### config.mk
export PLATFORM = sky130hd
export DESIGN_NAME = mem_arbiter
export DESIGN_NICKNAME = d
export VERILOG_FILES = /design/src/rtl/mem_arb_pkg.sv /design/src/rtl/mem_arbiter_rr_pick2.sv /design/src/rtl/mem_arbiter.sv
export SDC_FILE = /design/constraint.sdc
export NUM_CORES = 1
export LEC_CHECK = 0
export ABC_AREA = 1
export CELL_PAD_IN_SITES_DETAIL_PLACEMENT = 0
export CELL_PAD_IN_SITES_GLOBAL_PLACEMENT = 1
export CORE_UTILIZATION = 15
export DETAILED_ROUTE_END_ITERATION = 12
export GPL_TIMING_DRIVEN = 0
export PLACE_DENSITY = 0.95
export SYNTH_ARGS = -nofsm -noshare
export SYNTH_HDL_FRONTEND = slang
export SYNTH_HIERARCHICAL = 1
export SYNTH_SLANG_ARGS = --single-unit
### constraint.sdc
create_clock -name clk -period 4.9 [get_ports clk]
set_input_delay 0.98 -clock clk [delete_from_list [all_inputs] [get_ports clk]]
set_output_delay 0.98 -clock clk [all_outputs]
set_load 0.02 [all_outputs]
### src/rtl/mem_arb_pkg.sv
// Shared types and encodings for the two-port unified-memory arbiter.
package mem_arb_pkg;

    typedef enum logic [1:0] {
        IDLE = 2'b00,
        OWN0 = 2'b01,
        OWN1 = 2'b10
    } state_t;

    typedef logic port_t;

    localparam port_t PORT0 = 1'b0;
    localparam port_t PORT1 = 1'b1;

    localparam logic [1:0] OWNER_FREE = 2'b00;
    localparam logic [1:0] OWNER_P0   = 2'b01;
    localparam logic [1:0] OWNER_P1   = 2'b10;

    function automatic logic [1:0] owner_of(input state_t s);
        case (s)
            OWN0:    return OWNER_P0;
            OWN1:    return OWNER_P1;
            default: return OWNER_FREE;
        endcase
    endfunction

endpackage

### src/rtl/mem_arbiter_rr_pick2.sv
// Two-way round-robin picker: a lone requester wins, a tie goes to the port
// that was not granted last.
module rr_pick2
    import mem_arb_pkg::*;
(
    input  logic [1:0] req,
    input  port_t      last_gnt,
    output logic [1:0] gnt
);

    always_comb begin
        if (&req) gnt = (last_gnt == PORT1) ? 2'b01 : 2'b10;
        else      gnt = req;
    end

endmodule

### src/rtl/mem_arbiter.sv
// Shares one synchronous RAM between the CPU datapath (port 0) and the loader
// (port 1): fair alternation, bounded lock tenures, 1-cycle read return.
module mem_arbiter
    import mem_arb_pkg::*;
#(
    parameter int WIDTH    = 32,
    parameter int HOLD_MAX = 16
) (
    input  logic             clk,
    input  logic             rst,
    input  logic             req0,
    input  logic             req1,
    input  logic             we0,
    input  logic             we1,
    input  logic [WIDTH-1:0] addr0,
    input  logic [WIDTH-1:0] addr1,
    input  logic [WIDTH-1:0] wdata0,
    input  logic [WIDTH-1:0] wdata1,
    input  logic             lock0,
    input  logic             lock1,
    output logic             gnt0,
    output logic             gnt1,
    output logic             rvalid0,
    output logic             rvalid1,
    output logic [WIDTH-1:0] rdata0,
    output logic [WIDTH-1:0] rdata1,
    output logic             mem_en,
    output logic             mem_we,
    output logic [WIDTH-1:0] mem_addr,
    output logic [WIDTH-1:0] mem_wdata,
    input  logic [WIDTH-1:0] mem_rdata,
    output logic [1:0]       owner
);

    localparam int              CNT_W      = $clog2(HOLD_MAX + 1);
    localparam logic [CNT_W-1:0] HOLD_LIMIT = CNT_W'(HOLD_MAX);

    state_t           state;
    port_t            last_gnt;
    logic [CNT_W-1:0] hold_cnt;
    logic             rd_pend;
    port_t            rd_port;

    logic [1:0] pick;
    logic [1:0] gnt;
    port_t      gnt_port;
    logic       gnt_lock;
    logic       own_lock;
    logic       other_req;

    rr_pick2 u_pick (
        .req      ({req1, req0}),
        .last_gnt (last_gnt),
        .gnt      (pick)
    );

    // Grants are combinational so the command goes out in the request cycle;
    // reset gates them so nothing reaches the RAM while rst is low.
    always_comb begin
        // NOTE: every always_comb output gets a default first so no path can infer a latch.
        gnt = 2'b00;
        case (state)
            IDLE:    gnt = pick;
            OWN0:    gnt = {1'b0, req0};
            OWN1:    gnt = {req1, 1'b0};
            default: gnt = 2'b00;
        endcase
        if (!rst) gnt = 2'b00;
    end

    assign gnt0      = gnt[0];
    assign gnt1      = gnt[1];
    assign gnt_port  = gnt[1] ? PORT1 : PORT0;
    assign gnt_lock  = gnt[1] ? lock1 : lock0;
    assign own_lock  = (state == OWN1) ? lock1 : lock0;
    assign other_req = (state == OWN1) ? req0 : req1;

    always_comb begin
        mem_en    = |gnt;
        mem_we    = 1'b0;
        mem_addr  = '0;
        mem_wdata = '0;
        if (gnt[0]) begin
            mem_we    = we0;
            mem_addr  = addr0;
            mem_wdata = wdata0;
        end else if (gnt[1]) begin
            mem_we    = we1;
            mem_addr  = addr1;
            mem_wdata = wdata1;
        end
    end

    always_ff @(posedge clk or negedge rst) begin
        if (!rst) begin
            state    <= IDLE;
            last_gnt <= PORT1;
            hold_cnt <= '0;
            rd_pend  <= 1'b0;
            rd_port  <= PORT0;
        end else begin
            // NOTE: sequential state uses non-blocking assignments so every register samples pre-edge values.
            rd_pend <= mem_en && !mem_we;
            if (mem_en) begin
                rd_port  <= gnt_port;
                last_gnt <= gnt_port;
            end
            case (state)
                IDLE: begin
                    if (mem_en && gnt_lock) begin
                        state    <= (gnt_port == PORT1) ? OWN1 : OWN0;
                        hold_cnt <= CNT_W'(1);
                    end
                end
                OWN0, OWN1: begin
                    // Forced release honours the current grant; last_gnt = owner
                    // then hands the next tie to the waiting port.
                    if (mem_en) begin
                        if (!gnt_lock || (hold_cnt == HOLD_LIMIT && other_req)) begin
                            state    <= IDLE;
                            hold_cnt <= '0;
                        end else if (hold_cnt != HOLD_LIMIT) begin
                            hold_cnt <= hold_cnt + 1'b1;
                        end
                    end else if (!own_lock) begin
                        state    <= IDLE;
                        hold_cnt <= '0;
                    end
                end
                default: begin
                    state    <= IDLE;
                    hold_cnt <= '0;
                end
            endcase
        end
    end

    assign rvalid0 = rd_pend && (rd_port == PORT0);
    assign rvalid1 = rd_pend && (rd_port == PORT1);
    assign rdata0  = mem_rdata;
    assign rdata1  = mem_rdata;
    assign owner   = owner_of(state);

endmodule
---- Word-level counts from Yosys, hierarchy flattened ----
Cells that the tools add are included.
operators by class
  $add $sub $neg .......................... 1
  reduce and logical (&&, ||, !) cells .... 14
  bitwise logic cells ..................... 1
  eq/ne operators ......................... 8
  multiplexer cells ....................... 27
operators with widths
  kind                                                              count
  32-bit two-way mux                                                4
  5-bit two-way mux                                                 5
  2-bit two-way mux                                                 8
  5-bit one-hot mux with 2 select lines                             1
  2-bit one-hot mux with 2 select lines                             2
  1-bit two-way mux                                                 6
  3-bit != test (second input constant)                             2
  2-bit one-hot mux with 3 select lines                             1
  3-bit AND reduction                                               2
  5-bit by 1-bit adder with 5-bit output (second input constant)    1
  5-bit == test (second input constant)                             1
  1-bit logical AND                                                 5
  5-bit != test (second input constant)                             1
  4-bit != test (second input constant)                             1
  2-bit OR reduction                                                2
  2-bit by 1-bit == test with 1-bit output (second input constant)  1
  2-bit == test (second input constant)                             1
  1-bit zero test                                                   2
  2-bit zero test                                                   1
  2-bit != test (second input constant)                             1
  2-bit AND reduction                                               1
  1-bit logical OR                                                  1
  1-bit inverter                                                    1
word-level totals
  output and inout port bits .............. 136
  register bits after elaboration ......... 10
  word-level logic and storage cells ...... 56

---- Logic depth before layout (Yosys ltp) ----
  word-level depth ........................ 10
  gate-level depth with buffers ........... 14
  gate-level depth less buffers ........... 14

---- By module ----
The synthesis kept the hierarchy.
by module, submodules not included
  module       area an instance (um^2)  instances  cells an instance  sequential area each (um^2)
  mem_arbiter  2,189.6                  1          386                251.5
  rr_pick2     21.3                     1          5                  0.0

---- Least setup slack after synthesis ----
No wires, ideal clock.
  path kind ............................... in2out
  from .................................... input req1
  to ...................................... output mem_addr[0]
  data arrival time ....................... 2.101 ns
  setup slack ............................. 1.819 ns
  cell stages on the path ................. 9
  path through ............................ inv_1 > a21oi_1 > nand2_1 > nand2_2 > nand2_4 > inv_2 > clkbuf_1 > nand3_1 > nand2_1
between the ends
  longest elaborated chain between the ends .. 6
ends and longest elaborated chain
  item                                     RTL line                    text
  from (decl)                              mem_arbiter.sv:12           input logic req1,
  2-bit AND reduction                      mem_arbiter_rr_pick2.sv:12  if (&req) gnt = (last_gnt == PORT1) ? 2'b01 : 2'b10;
  2-bit two-way mux *                      mem_arbiter_rr_pick2.sv:12
  via pick[1]                              mem_arbiter.sv:44           logic [1:0] pick;
  2-bit one-hot mux with 3 select lines *  mem_arbiter.sv:62           case (state)
  2-bit two-way mux *                      mem_arbiter.sv:68           if (!rst) gnt = 2'b00;
  via gnt1                                 mem_arbiter.sv:22           output logic gnt1,
  32-bit two-way mux *                     mem_arbiter.sv:87           end else if (gnt[1]) begin
  32-bit two-way mux *                     mem_arbiter.sv:83           if (gnt[0]) begin
  to (decl)                                mem_arbiter.sv:29           output logic [WIDTH-1:0] mem_addr,
The timed path passes the listed nets; every way through them passes the cells marked *.

---- Worst setup path after layout ----
  from .................................... input req1
  to ...................................... output mem_addr[3]
between the ends
  elaborated cells on any way between the ends .. 6
  classes of those cells .................. 5 x mux; 1 x reduce/logical
RTL lines
  item                                   RTL line
  2-bit AND reduction                    mem_arbiter_rr_pick2.sv:12
  2-bit two-way mux                      mem_arbiter_rr_pick2.sv:12
  via pick[0]                            mem_arbiter.sv:44
  2-bit one-hot mux with 3 select lines  mem_arbiter.sv:62
  2-bit two-way mux                      mem_arbiter.sv:68
  32-bit two-way mux                     mem_arbiter.sv:83
The timed path passes the listed nets, and every way through them passes these cells.

==> results <==
- In the finished design, the share of the clock period the worst path needs comes to 0.9021.
- STA classifies the critical path startpoint as an input port.
- In this run the critical register-to-register path is captured at rd_pend$_DFF_PN0_.
- The initial antenna violation count came to 0.
- Across the run, the number of max-cap violations was 0.
- The post-layout minimum cycle time is 4420 ps.
- In the final layout, the share of cells above drive strength 1 is 0.1486.
- Counting cells, the worst reg-to-reg path comes to 8.
- The worst hold path passes through 2 cells.
- The die outline area is roughly 15000 µm².
- The synthesized netlist cell count is 391.
- Setup repair after global routing left no endpoint under its margin.
- The residual overflow from global routing is 0.
- In this run the count of I/O pins placed on the die edge is 304.
- The path category of the worst min-delay check is flop to flop.
- In this run the critical register-to-register path is launched from state[0]$_DFFE_PN0P_.
- The slowest stage of the critical path belongs to the cell clkdlybuf4s50_1.
- Traced cell by cell, the critical path runs through clkdlybuf4s50_1 > inv_1 > nand2_1 > nand2_1 > nand2_1 > nand2_1 > nand2_2 > buf_2 > buf_2 > nand3_1 > nand2_1 > clkdlybuf4s50_1.
- In the final routed layout, each cell accounts on average for between 10 and 15 µm.
- Detailed routing inserted a total of 3304 vias.
- The Yosys warning count is 6.
- The floorplan has 44 rows.
- The normalized max-slew margin is 0.6316.
- By startpoint and endpoint, the worst setup path is classified as input port to output pin.
- For this configuration, the core starts out at a cell density of 0.1527.
- Dividing total power by cell area gives a power density of 326.6 nW/µm².
- Summed over all layers, the routed wires come to 11050 µm.
- The post-CTS setup repair buffer count is 0.
- The synthesized net count is roughly 570.
- Across the whole layout, storage elements account for about 250 µm².
- The detail route stage leaves a number of antenna-violating nets equal to 0.
- VDD sags by at most 0.0001347 V.
- The clock drives 10 sinks.
- The repair_antennas step left the layout with diodes totalling 0.
- Compared with the post-synthesis result, the final layout area differs by 137.2%.
- The maximum number of buffers from clock root to sink is 2.
- In this run the worst path has a maximum fanout of 10.
- The CTS tree is done.
- The via count of the first global-routing pass came to 2991.
- The final-report setup violation count is 0.
- After floorplanning, the core was sized to cover roughly 14000 µm².
- The flow ran to the end, and the final reports show no timing, DRC or antenna violations.
- After clock tree synthesis, the clock-pin slew on the worst setup and hold paths is 40 ps.
- In this run the horizontal extent of the chip is 123.4 µm.
- The cell at the root of the clock tree is clkbuf_16.
- In the routed design, unresolved DRC markers number 0.
- The detailed-router iteration count before antenna repair is 4.
- The dominant cell type by count on the critical path is nand2_1.
- The number of hold violations in the final report is 0.
- The layout net count is 843.
- The worst hold path begins at last_gnt$_DFFE_PN1N_.
- The via-per-instance ratio is ~4.
- Leaving out fill and tap cells, the most frequent cell in the layout is clkdlybuf4s50_1.
- After legalization and detailed placement, the total HPWL measured 9299 µm.
- The height of the chip is 123.4 µm.
- The first global-routing pass estimated 15200 µm of wire.
- The area occupied by multi-input gates is around 1300 µm².
- The count of port buffers added during placement is 271.
- The post-synthesis cell area is 2211 µm².
- The summed negative setup slack over all endpoints is 0 ps.
- The layout filler cell count is between 1.5k and 2k.
- The first routing iteration left 95 violations.
- For this run, the slowest stage of the critical path takes 610 ps.
- For this design the static power due to leakage is 2.464 nW.
- The transition at the pin with the smallest max-transition slack is 552.5 ps.
- For this design, the CTS-stage hold fixing added 0 buffers.
- In the global route stage, overall resource usage came out at 0.1295.
- The register-to-register setup slack is 2930 ps.
- STA puts the critical path data required time at 3920 ps.
- The post-synthesis average cell area is 5.654 µm².
- The utilization after layout is 0.3623.
- Entering global routing, the biggest net connects 12 pins.
- Of the synthesized area, sequential elements account for 0.1138.
- Static timing analysis puts the maximum clock frequency at 226.2 MHz.
- The kind of end point of the critical path is an output pin.
- The final-report max-slew violation count is 0.
- The clock reaches the later pin of the worst-skew pair after 240 ps.
- The global placement routability congestion is 0.8021.
- Across the routed clock network, the largest skew measured is 1.429 ps.
- The synthesis-stage register bit count is 10.
- Leaving out fill and tap cells, the most frequent cells in the layout are 270 x clkdlybuf4s50_1, 165 x nand2_1, 73 x nand3_1.
- The total clock buffers created by CTS is 3.
- Counting distinct cell types in the post-synthesis netlist gives 25.
- The worst hold path terminates at last_gnt$_DFFE_PN1N_.
- The maximum level of the CTS H-tree is 1.
- The data arrival time of the critical path is 3440 ps.
## state kept, by name, indices dropped and copies added, names as in the netlist
register and flops:
state 2, last_gnt 1, hold_cnt 5, rd_port 1, rd_pend 1
## power breakdown
group	switching, mW	internal [mW]
clock network	0.0386	0.123
registers	0.0276	0.113
logic	0.782	0.629
## cells in the mapped netlist, drive strengths merged
library cell | count | area (µm²)
or2 | 1 | 6.260
nand4 | 2 | 12.51
ha | 8 | 100.1
o31ai | 1 | 7.510
inv | 20 | 75.07
nand3 | 74 | 382.9
xor2 | 1 | 8.760
nand2 | 172 | 673.1
nor2 | 10 | 60.06
dfstp | 1 | 26.28
buf | 80 | 564.3
clkbuf | 5 | 18.77
o21ai | 3 | 15.01
a21oi | 3 | 26.28
dfrtp | 9 | 225.2
xnor2 | 1 | 8.760
## worst max-delay path: cells and delay by family
kind	cells	cell delay, ps
simple gates	7	630
buf+inv	5	1840
## worst max path at each step
| stage | from | end | slack, ps | cells after the start |
|---|---|---|---|---|
| 2_1_floorplan | req1 | mem_addr[0] | 1820 | 9 |
| 3_3_place_gp | rst | mem_wdata[21] | 170 | 10 |
| 3_5_place_dp | rst | mem_wdata[21] | 130 | 10 |
| 4_1_cts | rst | mem_wdata[21] | 120 | 10 |
| 5_1_grt | req1 | mem_addr[3] | 260 | 12 |
| 6_report | req1 | mem_addr[3] | 480 | 12 |
## stage by stage
stage	cell area [µm²]	instances	hold WS [ps]	power, mW	setup WS, ps
global placement	5154	846	472.2	1.571	172.4
CTS	5243	850	484.5	1.742	124.6
floorplan	2211	391	450.4	0.9048	1819
global route	5245	850	513.4	1.855	261.5
finish	5245	850	480.3	1.713	479.8
detailed placement	5154	846	477.4	1.570	126.8
## cell families after synthesis
family	synth area share
simple gates	0.5133
fa+ha+maj	0.04528
compound gates	0.02207
xor+xnor	0.007924
buf+inv	0.2977
flops	0.1138
## metal layers
metal	GRT usage	vias to the layer above	share of wire
met5	0	-	0
met4	0.006777	0	0.0020
met3	0.02491	2	0.073
met2	0.2385	144	0.51
met1	0.1615	1444	0.41
li1	-	1714	-
## area by class of cell
type                       instances  share of cell area
buffer                            85              0.1112
timing repair buffer             271              0.5177
tap                              184             0.04389
inverter                          20             0.01431
multi-input combinational        276              0.2481
sequential                        10             0.04795
clock buffer                       4             0.01694
## repair_timing
item	4_1_cts	5_1_grt
setup endpoints to repair	0	23
hold endpoints to repair	0	0
resized for setup	0	1
(Power assumes the default switching activity.)
